File: src/rtl/video_timing_pkg.sv
// Shared raster timing constants for the pixel-clock video pipeline.
// Holds per-axis timing sets for the supported modes and the sync polarity levels.
package video_timing_pkg;

  localparam bit SYNC_POS = 1'b1;
  localparam bit SYNC_NEG = 1'b0;

  // One axis of a raster: active region, front porch, sync width, back porch, sync level.
  typedef struct packed {
    int unsigned active;
    int unsigned fp;
    int unsigned sync;
    int unsigned bp;
    bit          pol;
  } axis_timing_t;

  // 1280x720p60 at 74.25 MHz.
  localparam axis_timing_t H_720P60 = '{active: 1280, fp: 110, sync: 40, bp: 220, pol: SYNC_POS};
  localparam axis_timing_t V_720P60 = '{active: 720,  fp: 5,   sync: 5,  bp: 20,  pol: SYNC_POS};

  // 640x480p60 at 25.175 MHz.
  localparam axis_timing_t H_640X480P60 = '{active: 640, fp: 16, sync: 96, bp: 48, pol: SYNC_NEG};
  localparam axis_timing_t V_640X480P60 = '{active: 480, fp: 10, sync: 2,  bp: 33, pol: SYNC_NEG};

endpackage

File: src/rtl/video_timing_if.sv
// Pixel-domain timing bundle between the timing generator and its consumers
// (pattern source, DVI transmitter). The consumer owns the advance enable.
interface video_timing_if #(
  parameter int HW = 11,
  parameter int VW = 10
);

  logic          en;
  logic          den;
  logic          hsync;
  logic          vsync;
  logic [HW-1:0] x;
  logic [VW-1:0] y;
  logic          line_start;
  logic          frame_start;

  modport master (
    input  en,
    output den, hsync, vsync, x, y, line_start, frame_start
  );

  modport slave (
    output en,
    input  den, hsync, vsync, x, y, line_start, frame_start
  );

endinterface

File: src/rtl/video_timing_gen_axis_counter.sv
// One raster axis: a wrapping position counter plus combinational decode of
// the active region and the sync window. Used once for h and once for v.
module video_axis_counter #(
  parameter int unsigned ACTIVE = 1280,
  parameter int unsigned FP     = 110,
  parameter int unsigned SYNC   = 40,
  parameter int unsigned BP     = 220,
  parameter bit          POL    = 1'b1,
  localparam int unsigned TOTAL = ACTIVE + FP + SYNC + BP,
  localparam int          W     = $clog2(TOTAL)
) (
  input  logic         clk,
  input  logic         resetn,
  input  logic         step,
  output logic [W-1:0] cnt,
  output logic         wrap,
  output logic         active,
  output logic         sync
);

  localparam logic [W-1:0] LAST       = W'(TOTAL - 1);
  localparam logic [W-1:0] ACTIVE_END = W'(ACTIVE);
  localparam logic [W-1:0] SYNC_START = W'(ACTIVE + FP);
  localparam logic [W-1:0] SYNC_END   = W'(ACTIVE + FP + SYNC);

  // Position advances only when stepped and returns to zero after the last back-porch slot.
  always_ff @(posedge clk or negedge resetn) begin
    if (!resetn) begin
      cnt <= '0;
    end else if (step) begin
      cnt <= wrap ? '0 : cnt + W'(1);
    end
  end

  // Region decode of the current position; the caller registers these.
  always_comb begin
    wrap   = (cnt == LAST);
    active = (cnt < ACTIVE_END);
    sync   = ((cnt >= SYNC_START) && (cnt < SYNC_END)) ? POL : ~POL;
  end

endmodule

File: src/rtl/video_timing_gen.sv
// Raster timing generator for the DVI transmitter's pixel-domain inputs.
// Two axis counters set the raster position; all outputs are a registered
// decode of that position, so they trail the counters by one enabled clock.
module video_timing_gen
  import video_timing_pkg::*;
#(
  parameter int unsigned H_ACTIVE = H_720P60.active,
  parameter int unsigned H_FP     = H_720P60.fp,
  parameter int unsigned H_SYNC   = H_720P60.sync,
  parameter int unsigned H_BP     = H_720P60.bp,
  parameter int unsigned V_ACTIVE = V_720P60.active,
  parameter int unsigned V_FP     = V_720P60.fp,
  parameter int unsigned V_SYNC   = V_720P60.sync,
  parameter int unsigned V_BP     = V_720P60.bp,
  parameter bit          HS_POL   = H_720P60.pol,
  parameter bit          VS_POL   = V_720P60.pol
) (
  input  logic           clk,
  input  logic           resetn,
  video_timing_if.master vid
);

  localparam int unsigned H_TOTAL = H_ACTIVE + H_FP + H_SYNC + H_BP;
  localparam int unsigned V_TOTAL = V_ACTIVE + V_FP + V_SYNC + V_BP;
  localparam int          HW      = $clog2(H_TOTAL);
  localparam int          VW      = $clog2(V_TOTAL);

  if (H_ACTIVE == 0 || H_FP == 0 || H_SYNC == 0 || H_BP == 0 ||
      V_ACTIVE == 0 || V_FP == 0 || V_SYNC == 0 || V_BP == 0 || HW > 16) begin : g_param_check
    $error("video_timing_gen: every timing parameter must be nonzero and the h counter at most 16 bits");
  end

  logic [HW-1:0] h_cnt;
  logic          h_wrap;
  logic          h_active;
  logic          h_sync;
  logic [VW-1:0] v_cnt;
  logic          v_active;
  logic          v_sync;

  video_axis_counter #(
    .ACTIVE (H_ACTIVE),
    .FP     (H_FP),
    .SYNC   (H_SYNC),
    .BP     (H_BP),
    .POL    (HS_POL)
  ) u_h_axis (
    .clk    (clk),
    .resetn (resetn),
    .step   (vid.en),
    .cnt    (h_cnt),
    .wrap   (h_wrap),
    .active (h_active),
    .sync   (h_sync)
  );

  // The line counter only moves on the last pixel slot of a line, so vsync
  // edges always line up with the start of a line.
  video_axis_counter #(
    .ACTIVE (V_ACTIVE),
    .FP     (V_FP),
    .SYNC   (V_SYNC),
    .BP     (V_BP),
    .POL    (VS_POL)
  ) u_v_axis (
    .clk    (clk),
    .resetn (resetn),
    .step   (vid.en & h_wrap),
    .cnt    (v_cnt),
    .wrap   (),
    .active (v_active),
    .sync   (v_sync)
  );

  // Register the decoded position; while en is low everything, pulses included, holds.
  always_ff @(posedge clk or negedge resetn) begin
    if (!resetn) begin
      vid.den         <= 1'b0;
      vid.hsync       <= ~HS_POL;
      vid.vsync       <= ~VS_POL;
      vid.x           <= '0;
      vid.y           <= '0;
      vid.line_start  <= 1'b0;
      vid.frame_start <= 1'b0;
    end else if (vid.en) begin
      vid.den         <= h_active && v_active;
      vid.hsync       <= h_sync;
      vid.vsync       <= v_sync;
      vid.x           <= h_cnt;
      vid.y           <= v_cnt;
      vid.line_start  <= (h_cnt == '0);
      vid.frame_start <= (h_cnt == '0) && (v_cnt == '0);
    end
  end

endmodule

File: src/flat_wrapper.sv
// flat-port wrapper written by rule: the top's interface ports become plain ports
module video_timing_gen_flat import video_timing_pkg::*;
#(
  parameter int unsigned H_ACTIVE = H_720P60.active,
  parameter int unsigned H_FP     = H_720P60.fp,
  parameter int unsigned H_SYNC   = H_720P60.sync,
  parameter int unsigned H_BP     = H_720P60.bp,
  parameter int unsigned V_ACTIVE = V_720P60.active,
  parameter int unsigned V_FP     = V_720P60.fp,
  parameter int unsigned V_SYNC   = V_720P60.sync,
  parameter int unsigned V_BP     = V_720P60.bp,
  parameter bit          HS_POL   = H_720P60.pol,
  parameter bit          VS_POL   = V_720P60.pol
)
  (clk, resetn, vid_en, vid_den, vid_hsync, vid_vsync, vid_x, vid_y, vid_line_start, vid_frame_start);
  video_timing_if #(.HW(11), .VW(10)) vid_i ();
  input  logic clk;
  input  logic resetn;
  input wire logic [$bits(vid_i.en)-1:0] vid_en;
  output wire logic [$bits(vid_i.den)-1:0] vid_den;
  output wire logic [$bits(vid_i.hsync)-1:0] vid_hsync;
  output wire logic [$bits(vid_i.vsync)-1:0] vid_vsync;
  output wire logic [$bits(vid_i.x)-1:0] vid_x;
  output wire logic [$bits(vid_i.y)-1:0] vid_y;
  output wire logic [$bits(vid_i.line_start)-1:0] vid_line_start;
  output wire logic [$bits(vid_i.frame_start)-1:0] vid_frame_start;
  assign vid_i.en = vid_en;
  assign vid_den = vid_i.den;
  assign vid_hsync = vid_i.hsync;
  assign vid_vsync = vid_i.vsync;
  assign vid_x = vid_i.x;
  assign vid_y = vid_i.y;
  assign vid_line_start = vid_i.line_start;
  assign vid_frame_start = vid_i.frame_start;
  video_timing_gen #(.H_ACTIVE(H_ACTIVE), .H_FP(H_FP), .H_SYNC(H_SYNC), .H_BP(H_BP), .V_ACTIVE(V_ACTIVE), .V_FP(V_FP), .V_SYNC(V_SYNC), .V_BP(V_BP), .HS_POL(HS_POL), .VS_POL(VS_POL)) u_core (.clk(clk), .resetn(resetn), .vid(vid_i));
endmodule
File: config.mk
export PLATFORM = sky130hd
export DESIGN_NAME = video_timing_gen_flat
export DESIGN_NICKNAME = d
export VERILOG_FILES = /design/src/rtl/video_timing_pkg.sv /design/src/rtl/video_timing_if.sv /design/src/rtl/video_timing_gen_axis_counter.sv /design/src/rtl/video_timing_gen.sv /design/src/flat_wrapper.sv
export SDC_FILE = /design/constraint.sdc
export NUM_CORES = 1
export LEC_CHECK = 0
export BUFFER_PORTS_ARGS = -buffer_cell sky130_fd_sc_hd__buf_2
export CAP_MARGIN = 25
export CORE_MARGIN = 5
export CORE_UTILIZATION = 40
export DETAILED_ROUTE_END_ITERATION = 6
export HOLD_SLACK_MARGIN = 0.08
export PLACE_DENSITY = 0.66
export RECOVER_POWER = 100
export SYNTH_ARGS = -nofsm -noshare
export SYNTH_HDL_FRONTEND = slang
export SYNTH_SLANG_ARGS = --single-unit
File: constraint.sdc
create_clock -name clk -period 2.6 [get_ports clk]
set_input_delay 0.13 -clock clk [delete_from_list [all_inputs] [get_ports clk]]
set_output_delay 0.13 -clock clk [all_outputs]
set_load 0.01 [all_outputs]
==> results.py <==
metrics = {
    "drt": {
        "first_iter_violations": 85,
        "dr.pass1.iters": 5,
        "vias": 1614,
        "drc": 0,
        "via_per_inst": 5.36,
        "wirelength_um": 4400,
        "antenna_left": 0,
        "wire_per_inst_um": 14.6,
    },
    "yosys": {
        "ys_seq_elements": 47,
        "yosysWarnings": 0,
        "synth-simple-area-share_pct": 16.1,
        "synth_compound_gate_area_share_pct": 10.0,
        "ys_async_sr_fraction_pct": 100,
        "syn_avg_cell_area_um2": 11.4,
        "synthAdderAreaFrac_pct": 3.84,
        "synthMuxAreaShare_pct": 11.7,
        "syn_area_um2": 2280,
        "synth_cells": 200,
        "seq_area_frac_synth_pct": 51.6,
        "synth.distinct_cells": 46,
        "synth_nets": 210,
        "ys_dominant_reg_cell": "dfrtp_1",
        "synth_edf_count": 0,
        "synth_top_family_by_area": "simple AND/OR/NAND/NOR gates",
        "synth_xor_xnor_area_share_pct": 2.30,
    },
    "placement": {
        "place.gp.congestion": 0.806,
        "dp_hpwl_um": 3140,
        "portBuffers": 28,
        "placed_cells": 291,
    },
    "timing": {
        "maxSlewViolCount": 0,
        "period_needed_ns": 1.95,
        "worst_pin_slew_ns": 1.23,
        "post-route-period-util_pct": 75.2,
        "rsz0062_at_grt": "no",
        "timing.fmax_mhz": 512,
        "skew_ns": 0.0112,
        "slew-limit-headroom_pct": 17.9,
        "fin_hold_ws_ns": 0.220,
        "setup_viol": 0,
        "fin_setup_tns_ns": 0,
        "hold_viol_final": 0,
    },
    "global_route": {
        "grt_pass1_wl_um": 7580,
        "grt_use_total_pct": 13.0,
        "grt_pass1_vias": 1483,
        "gr-total-overflow": 0,
        "met1_usage_pct": 19.8,
        "met2_usage_pct": 17.9,
        "grt_use_met3_pct": 3.75,
        "antenna_found_initial": 0,
        "top_usage_layer": "met1",
        "grt_max_degree": 48,
    },
    "die": {
        "dieArea_um2": 7310,
        "start_util_pct": 41.2,
        "core_area_um2": 5540,
        "placementRows": 27,
        "boundaryPins": 29,
        "die_width_um": 85.5,
        "fp.dieH_um": 85.5,
    },
    "cells_and_area": {
        "fin_nets": 238,
        "area_growth_pct": 10.8,
        "diodes": 0,
        "finalNonFillerCells": 301,
        "multi_input_area_um2": 995,
        "regArea_um2": 1180,
        "n_fill_cell": 541,
        "drive_gt1_share_pct": 14.8,
    },
    "setup_path": {
        "cp_cell_sequence": "nor4_4, nand3_1, or4_1, a21oi_1",
        "cp_slowest_cell": "or4_1",
        "critPathRequiredTime_ns": 2.82,
        "startpoint_type": "flip-flop",
        "worstPathBufferInverterCount": 0,
        "crit_type": "reg2reg",
        "cp_top_family": "simple AND/OR/NAND/NOR gates",
        "worst_setup_path_end_kind": "flip-flop",
        "slowest_delay_ns": 0.56,
        "crit_fanout": 9,
        "crit_arrival_ns": 2.18,
    },
    "clock_tree": {
        "cts_inserted_buffers": 5,
        "clk_path_buf_depth": 2,
        "htree_levels": 2,
        "cts_sinks": 47,
        "clockRootBuffer": "clkbuf_8",
        "cts_setup_buffers": 0,
        "clock_latency_ns": 0.29,
        "ctsResizeCount": 0,
        "cts_tree": "done",
        "path_clk_slew_ns": 0.08,
    },
    "run_status": {
        "status": "completed",
    },
    "hold_path": {
        "hold_path.class": "in2async",
    },
    "power": {
        "power.leakage_nw": 1.13,
        "peakVddDrop_mv": 0.304,
        "report.power.total_mw": 1.62,
        "pwr_density_cell_nw_per_um2": 640,
    },
    "flow_run": {
        "drv_cap": 0,
    },
}
final cells by class:
type / instances / share of cell area (%)
sequential: 47 / 46.6
multi-input combinational: 132 / 39.4
timing repair buffer: 31 / 4.90
tap: 72 / 3.57
clock buffer: 8 / 3.96
inverter: 11 / 1.63
repair_timing:
item	in CTS	in global routing
endpoints found under the hold margin	47	0
setup endpoints to repair	0	0
hold buffers	1	0
stage by stage:
step	worst slack, ns	instance area, um^2	utilization [%]
final	0.645	2530	45.6
after global routing	0.497	2530	45.6
after CTS	0.727	2570	46.4
after detailed placement	0.743	2460	44.4
after global placement	0.819	2460	44.4
after floorplan	0.903	2280	-
state kept, by name (all words and copies together), names as in the netlist:
| register | flops |
|---|---|
| u_core.u_h_axis.cnt | 11 |
| u_core.u_v_axis.cnt | 10 |
| u_core.vid.den | 1 |
| u_core.vid.frame_start | 1 |
| u_core.vid.hsync | 1 |
| u_core.vid.line_start | 1 |
| u_core.vid.vsync | 1 |
| u_core.vid.x | 11 |
| u_core.vid.y | 10 |
cell usage in the layout (no fill, tap or decap), drive strengths merged, types with 5 or more instances in the layout:
cell and count:
nor2 9, mux2 22, dfrtp 47, clkbuf 38, a21oi 5, o21ai 10, nand3 9, ha 7
nand2 9, nand4 10, inv 11
logic make-up after synthesis:
logic type | count (synthesis)
adder cells (fa/ha/maj) | 7
flip-flops | 47
buffers and inverters | 21
AO/OA/AOI/OAI | 34
AND/OR/NAND/NOR | 61
XOR/XNOR | 6
multiplexers | 24
path summary, 6_finish.rpt:
kind | slack, ns | cells after the start | to | from
max | 0.65 | 4 | u_core.u_v_axis.cnt[7]$_DFFE_PN0P_ | u_core.u_h_axis.cnt[3]$_DFFE_PN0P_
min | 0.22 | 2 | u_core.vid.y[9]$_DFFE_PN0P_ | resetn
max reg2reg | 0.65 | 4 | u_core.u_v_axis.cnt[7]$_DFFE_PN0P_ | u_core.u_h_axis.cnt[3]$_DFFE_PN0P_
min reg2reg | 0.50 | 1 | u_core.vid.vsync$_DFFE_PN0P_ | u_core.vid.vsync$_DFFE_PN0P_
max in group asynchronous | 1.10 | 3 | u_core.u_v_axis.cnt[3]$_DFFE_PN0P_ | resetn
min in group clk | 0.37 | 3 | u_core.u_h_axis.cnt[0]$_DFFE_PN0P_ | vid_en
report_power, final:
group	switching (mW)	total, mW	internal (mW)
Clock	0.222	0.465	0.243
Sequential	0.106	0.912	0.805
Combinational	0.121	0.239	0.119
Total	0.449	1.62	1.17
synthesized netlist by cell type (4+ instances only):
| cell | number | area share, % |
|---|---|---|
| nand4_1 | 10 | 2.7 |
| o21ai_0 | 10 | 2.2 |
| nand2_1 | 9 | 1.5 |
| mux2_2 | 22 | 11 |
| a21oi_1 | 5 | 1.1 |
| nor2_1 | 9 | 1.5 |
| ha_1 | 7 | 3.8 |
| dfrtp_1 | 47 | 52 |
| nand3_1 | 8 | 1.8 |
| inv_1 | 11 | 1.8 |
| nor3_1 | 4 | 0.88 |
| xor2_1 | 4 | 1.5 |
routing by layer:
layer / part of all wire (%) / wire, um / vias up
met1: 51 / 2240 / 783
met3: 5.5 / 242 / 4
met2: 43 / 1890 / 39
met5: 0 / 0 / -
li1: - / - / 788
met4: 0.86 / 38 / 0
Power figures use the tool's default switching activity.
